<file path="config.mk">
export PLATFORM = sky130hd
export DESIGN_NAME = pc_gen
export DESIGN_NICKNAME = d
export VERILOG_FILES = /design/src/rtl/riscv_pkg.sv /design/src/rtl/pc_align_check.sv /design/src/rtl/pc_gen.sv
export SDC_FILE = /design/constraint.sdc
export NUM_CORES = 1
export LEC_CHECK = 0
export ABC_AREA = 1
export ABC_CLOCK_PERIOD_IN_PS = 8000
export CAP_MARGIN = 0
export CORE_ASPECT_RATIO = 1.2
export CORE_MARGIN = 5
export CORE_UTILIZATION = 50
export DETAILED_ROUTE_END_ITERATION = 16
export HOLD_SLACK_MARGIN = 0.03
export PLACE_DENSITY_LB_ADDON = 0.12
export SLEW_MARGIN = 20
export SYNTH_ARGS = -nofsm -noshare
export SYNTH_HDL_FRONTEND = slang
export SYNTH_SLANG_ARGS = --single-unit
</file>
<file path="constraint.sdc">
create_clock -name clk -period 8 [get_ports clk]
set_input_delay 2 -clock clk [delete_from_list [all_inputs] [get_ports clk]]
set_output_delay 2 -clock clk [all_outputs]
set_load 0.1 [all_outputs]
</file>
<file path="src/rtl/riscv_pkg.sv">
// riscv_pkg: shared types and constants for the PC generation stage.
//   pc_state_e           - PC generator FSM state (BOOT / RUN / HALT)
//   INSTR_BYTES          - byte increment for a 32-bit instruction
//   RVC_BYTES            - byte increment for a 16-bit compressed instruction
//   DEFAULT_RESET_VECTOR - PC loaded on reset unless overridden by parameter
package riscv_pkg;

  typedef enum logic [1:0] {
    BOOT = 2'd0,
    RUN  = 2'd1,
    HALT = 2'd2
  } pc_state_e;

  localparam logic [63:0] INSTR_BYTES          = 64'd4;
  localparam logic [63:0] RVC_BYTES            = 64'd2;
  localparam logic [63:0] DEFAULT_RESET_VECTOR = 64'h0000_0000_8000_0000;

endpackage

</file>
<file path="src/rtl/pc_align_check.sv">
// pc_align_check: combinational alignment test on a redirect target.
// Configuration macro: PCGEN_RVC_EN
//   defined   - halfword alignment (only bit [0] must be zero)
//   undefined - word alignment (bits [1:0] must be zero)
// Ports:
//   target_lsb  in  [1:0]  low two bits of the candidate target
//   misaligned  out        target violates the alignment rule
module pc_align_check (
  input  logic [1:0] target_lsb,
  output logic       misaligned
);

`ifdef PCGEN_RVC_EN
  // Bit 1 is a legal halfword offset with compressed instructions.
  logic unused_lsb1;
  assign unused_lsb1 = target_lsb[1];
  assign misaligned  = target_lsb[0];
`else
  assign misaligned  = |target_lsb;
`endif

endmodule

</file>
<file path="src/rtl/pc_gen.sv">
// pc_gen: program-counter generation stage feeding the fetch stage.
// Holds the fetch PC, advances it sequentially and applies redirects with
// priority trap > branch > stall > sequential. A misaligned branch target
// raises misaligned_o and parks the stage in HALT until a trap arrives.
// Configuration macro: PCGEN_RVC_EN (compressed-instruction support).
// Ports:
//   clk                 in       rising-edge clock
//   reset               in       asynchronous active-high reset
//   stall_i             in       hold the PC
//   branch_taken_i      in       branch/jump resolved taken
//   branch_target_i     in  [63:0] branch/jump target
//   trap_i              in       trap/return redirect
//   trap_target_i       in  [63:0] trap target
//   instr_compressed_i  in       current instruction is 16-bit (RVC only)
//   pc_o                out [63:0] fetch PC
//   pc_valid_o          out      pc_o is a valid fetch address (state RUN)
//   redirect_o          out      one-cycle pulse on every redirect
//   misaligned_o        out      one-cycle pulse on a misaligned target
//   misaligned_addr_o   out [63:0] last offending target
//   state_o             out      current FSM state (debug observation)
// Handshake note: there is no valid/ready pair here; stall_i is a level
// hold that is overridden by any redirect in the same cycle.
module pc_gen
  import riscv_pkg::*;
#(
  parameter logic [63:0] RESET_VECTOR = DEFAULT_RESET_VECTOR
) (
  input  logic        clk,
  input  logic        reset,
  input  logic        stall_i,
  input  logic        branch_taken_i,
  input  logic [63:0] branch_target_i,
  input  logic        trap_i,
  input  logic [63:0] trap_target_i,
  input  logic        instr_compressed_i,
  output logic [63:0] pc_o,
  output logic        pc_valid_o,
  output logic        redirect_o,
  output logic        misaligned_o,
  output logic [63:0] misaligned_addr_o,
  output pc_state_e   state_o
);

  pc_state_e   state_q, state_d;
  logic [63:0] pc_q, pc_d;
  logic        redirect_q, redirect_d;
  logic        mis_q, mis_d;
  logic [63:0] mis_addr_q, mis_addr_d;

  logic        branch_misaligned;
  logic [63:0] trap_pc;
  logic [63:0] pc_incr;

  pc_align_check u_align (
    .target_lsb (branch_target_i[1:0]),
    .misaligned (branch_misaligned)
  );

`ifdef PCGEN_RVC_EN
  assign trap_pc = {trap_target_i[63:1], 1'b0};
  assign pc_incr = instr_compressed_i ? RVC_BYTES : INSTR_BYTES;
`else
  logic unused_compressed;
  assign unused_compressed = instr_compressed_i;
  assign trap_pc = {trap_target_i[63:2], 2'b00};
  assign pc_incr = INSTR_BYTES;
`endif

  // State and output registers.
  always_ff @(posedge clk or posedge reset) begin
    if (reset) begin
      state_q    <= BOOT;
      pc_q       <= RESET_VECTOR;
      redirect_q <= 1'b0;
      mis_q      <= 1'b0;
      mis_addr_q <= 64'd0;
    end else begin
      state_q    <= state_d;
      pc_q       <= pc_d;
      redirect_q <= redirect_d;
      mis_q      <= mis_d;
      mis_addr_q <= mis_addr_d;
    end
  end

  // Next-state logic.
  always_comb begin
    state_d = state_q;
    case (state_q)
      BOOT: state_d = RUN;
      RUN: begin
        // A trap in the same cycle drops the branch, misaligned or not.
        if (!trap_i && branch_taken_i && branch_misaligned) state_d = HALT;
      end
      HALT: begin
        if (trap_i) state_d = RUN;
      end
      default: state_d = BOOT;
    endcase
  end

  // Datapath / output logic: values registered on the next edge.
  always_comb begin
    pc_d       = pc_q;
    redirect_d = 1'b0;
    mis_d      = 1'b0;
    mis_addr_d = mis_addr_q;
    case (state_q)
      RUN: begin
        if (trap_i) begin
          pc_d       = trap_pc;
          redirect_d = 1'b1;
        end else if (branch_taken_i) begin
          if (branch_misaligned) begin
            mis_d      = 1'b1;
            mis_addr_d = branch_target_i;
          end else begin
            pc_d       = branch_target_i;
            redirect_d = 1'b1;
          end
        end else if (!stall_i) begin
          pc_d = pc_q + pc_incr; // wraps modulo 2^64
        end
      end
      HALT: begin
        if (trap_i) begin
          pc_d       = trap_pc;
          redirect_d = 1'b1;
        end
      end
      default: ; // BOOT holds everything
    endcase
  end

  assign pc_o              = pc_q;
  assign pc_valid_o        = (state_q == RUN);
  assign redirect_o        = redirect_q;
  assign misaligned_o      = mis_q;
  assign misaligned_addr_o = mis_addr_q;
  assign state_o           = state_q;

endmodule
</file>
Word-level counts from Yosys, hierarchy flattened
Cells that the tools add are included.

Add/subtract/negate cells: 1. $mul: 0. Divide/modulo/power cells: 0. Magnitude comparators: 0. Equality and inequality tests: 6. Shift-type cells: 0. Mux-type cells: 18. Bitwise operators: 1. Reduce and logical (&&, ||, !) cells: 9.

Operators by type and width (count): 64-bit 2-to-1 mux (5); 64-bit one-hot mux with 2 select lines (1); 64-bit by 3-bit adder with 64-bit output (second input constant) (1); 1-bit 2-to-1 mux (8); 4-bit != test (second input constant) (2); 4-bit AND reduction (2); 2-bit one-hot mux with 3 select lines (1); 2-bit 2-to-1 mux (2); 2-bit by 1-bit equality test with 1-bit output (second input constant) (1); 2-bit equality test (second input constant) (1); 1-bit logical AND (2); 2-bit zero test (1); 2-bit by 1-bit != test with 1-bit output (second input constant) (1); 2-bit != test (second input constant) (1); 1-bit one-hot mux with 2 select lines (1); 2-bit AND reduction (1); 2-bit nonzero test (1); 2-bit OR reduction (1); 1-bit zero test (1); 1-bit inverter (1).

Register bits: 132. Bits in latches: 0. RAM bits: 0. Bits in read-only memories: 0. Output and inout port bits: 133. Word-level logic and storage cells: 40. Memories kept: 0.

Longest topological paths before layout
Depth in word-level cells: 5. Mapped depth: 11.

Hierarchy
Synthesis repeated with hierarchy kept, for this count alone.

Cells, all modules: 1201. Area total of the unflattened synthesis: 8284.2 um2.

Modules (own cells, without submodules): pc_gen (instances 1, cells an instance 1198, area an instance 8272.9 um2); pc_align_check (instances 1, cells an instance 3, area an instance 11.3 um2).

Worst setup path before layout
OpenSTA, ideal clock, no wires.

Path kind: flip-flop to output port. From: register state_q[0], in the netlist state_o[0]. To: output pc_valid_o. Arrival: 1.971 ns. Setup slack: 4.029 ns. Cell stages (with the launch flop): 2. Buffers on the path: 0. Path through: dfrtp_1 > ha_1.

Longest elaborated chain between the ends: 1.

Ends and longest elaborated chain: from (decl) (line pc_gen.sv:44) `pc_state_e state_q, state_d;`; from (signal assigned) (line pc_gen.sv:78) `state_q <= state_d;`; 2-bit by 1-bit equality test with 1-bit output (line pc_gen.sv:136) `assign pc_valid_o = (state_q == RUN);`; to (decl) (line pc_gen.sv:37) `output logic pc_valid_o,`.

Every way passes these cells.

Worst setup path in the final report
From: input trap_i. To: register pc_q[16], in the netlist pc_o[16].

Longest elaborated chain between the ends: 2. Elaborated cells between the ends (all ways): 6. Those cells by class: eq/ne (3); mux (2); reduce/logical (1).

Ends and longest elaborated chain: from (decl) (line pc_gen.sv:33) `input logic trap_i,`; 4-bit != test (no source line) (tied with other cells); 4-bit AND reduction (no source line) / 64-bit one-hot mux with 2 select lines (equally long branches); to (signal assigned) (line pc_gen.sv:79) `pc_q <= pc_d;`; to (decl) (line pc_gen.sv:45) `logic [63:0] pc_q, pc_d;`.

Parallel ways exist; a longest one is shown, timed or not. A chain may end at the register's enable or synchronous reset.

==> flow_summary.toml <==
[clock_network]
post_cts_buffers = 0
cts_tree = "done"
clkTransAtPathRegs_ns = 0.06
cts_buffer_depth = 2
ctsHoldBuffers = 0
cts_made_buffers = 17
cts_htree_levels = 4
clock_latency_ns = 0.43
cts_resized = 0
cts_root_buffer = "clkbuf_16"
cts_sinks = 132

[sta]
relSlewSlack_pct = 27.57
rsz0062_at_grt = "false"
tightest_slew_ns = 1.086
period_share_pct = 59.80
skew_ns = 0.01052
hold_viol_final = 0
post-route-min-period_ns = 4.784
setup_tns_ns = 0
report.final.slew_viol_count = 0
setup_viol = 0
fmaxAchievable_ghz = 0.2090

[detailed_routing]
wl_um = 28350
drcViolationCount = 0
viasPerCell = 5.275
drt_iter0_drc = 693
vias = 8819
ant_nets = 0
dr.pass1.iters = 5
wire_per_inst_um = 16.95

[outcome]
outcome = "finished, final reports clean"

[final_layout]
n_antenna_cell = 0
final_layout_size_suffix_gt1_share_pct = 4.315
final_cell_mix = "306 x nand2_1, 263 x clkdlybuf4s50_1, 205 x nor2_1, 149 x inv_1, 131 x dfrtp_1"
n_fill_cell = 1366
synthToLayoutAreaGrowth_pct = 41.10
register_area_um2 = 3304
fin_nets = 1586
multiInputGateArea_um2 = 4025
final_common_cell = "nand2_1"

[logic_synthesis]
seq_area_frac_synth_pct = 40.74
synth_nets = 1343
syn_area_um2 = 8110
syn_area_per_cell_um2 = 6.736
postSynthCellCount = 1204
async_reset_ff_share_pct = 100.0
ys_ff_latch = 132
synth_cell_types = 37
synth_edf_count = 0
synth-main-ff-cell = "dfrtp_1"
synth_warnings = 0

[worst_setup_path]
critPathMaxFanout = 84
cp_cell_sequence = "clkdlybuf4s50_1 > inv_2 > a21oi_1 > o21ai_1 > nor2_4 > buf_4 > nand2_1 > a31oi_1 > nor2_1"
cp-end-kind = "flip-flop"
start_kind = "input pin"
arrival_ns = 5.10
slowest_stage = "nand2_1"
crit_type = "input pin to flip-flop"
r2r_cells = 10
required_ns = 8.31
critPathMaxStageDelay_ns = 0.77

[floorplan]
core_um2 = 16080
fp.dieH_um = 149.5
io_pins = 267
std_cell_rows = 51
die_area_um2 = 18880
die_w_um = 126.3
start_util_pct = 50.44

[min_path]
hold-path-cell-count = 2
hp-class = "flip-flop to flip-flop"

[placement]
gp_congestion = 0.9588
io_buffers = 263
dpl.hpwl_um = 21190

[global_route]
grt_max_degree = 122
grt_antenna_before_repair = 0
grt.overflow.total = 0
grt_pass1_wl_um = 45040
grtUsageTotal_pct = 30.20
grt_pass1_vias = 8635

[run]
maxCapViolCount = 0
## sequential cells by signal, indices dropped and copies added (netlist names)
| name | count |
|---|---|
| pc_o | 64 |
| misaligned_addr_o | 64 |
| state_o | 2 |
| misaligned_o | 1 |
| redirect_o | 1 |
## worst max-delay path, delay by kind of cell
family                 cells  cell delay (ns)
buffers and inverters      3             1.31
and+or+nand+nor            3             0.94
AOI/OAI and AO/OA          3             0.84
## Yosys cell counts (all sizes together) (3+ instances only)
master	count	share of area [%]
a21oi	56	3.5
a31oi	7	0.54
clkbuf	22	1.0
buf	23	1.6
a211oi	32	3.0
nor2	216	11
o211ai	12	1.2
nand4	12	0.93
o21bai	16	1.5
nor3	9	0.56
nor4	3	0.23
ha	5	0.77
nand3	76	4.7
dfrtp	131	40
nand2	312	15
o21ai	107	6.6
inv	154	7.2
## final cells by class
cell class	count	share of cell area [%]
inverters	154	5.117
flip-flops and latches	132	28.88
repair buffers	269	23.40
multi-input cells	873	35.17
well taps	212	2.318
clock buffers	20	3.991
clock inverters	12	1.126
## path summary, 6_finish.rpt
kind	startpoint	end	slack [ns]
worst max-delay path	trap_i	pc_o[16]	3.22
worst min-delay path	misaligned_addr_o[17]	misaligned_addr_o[17]	0.48
worst max register to register	state_o[0]	pc_o[16]	4.63
worst min register to register	misaligned_addr_o[17]	misaligned_addr_o[17]	0.48
max in group asynchronous	reset	pc_o[63]	4.64
min in group asynchronous	reset	misaligned_addr_o[35]	1.99
## through the flow
stage / utilization, % / worst slack (ns) / instance area (um2) / std cells / hold WS, ns
2_1_floorplan: - / 2.476 / 8110 / 1204 / 0.7340
3_3_place_gp: 67.52 / 2.914 / 10860 / 1640 / 0.4625
3_5_place_dp: 67.52 / 2.833 / 10860 / 1640 / 0.4665
4_1_cts: 71.16 / 3.251 / 11440 / 1672 / 0.4827
5_1_grt: 71.16 / 2.926 / 11440 / 1672 / 0.5065
6_report: 71.16 / 3.216 / 11440 / 1672 / 0.4812
## kinds of logic (layout without fill, tap and decap cells)
kind of cell    Yosys count  count (layout)  share of synthesized area [%]
flops                   132             132                          40.74
compound gates          235             235                          16.68
buf+inv                 199             455                          9.766
simple gates            633             633                          32.04
fa+ha+maj                 5               5                         0.7714
## layer usage
metal	wire, um	track usage, %
met1	10720	35.97
met2	14280	52.00
met3	2332	7.926
met4	1022	12.34
met5	0	0
Power is left out: the tool's default activity adds up to more than one toggle a clock period on the data nets, which glitch-free logic cannot reach.
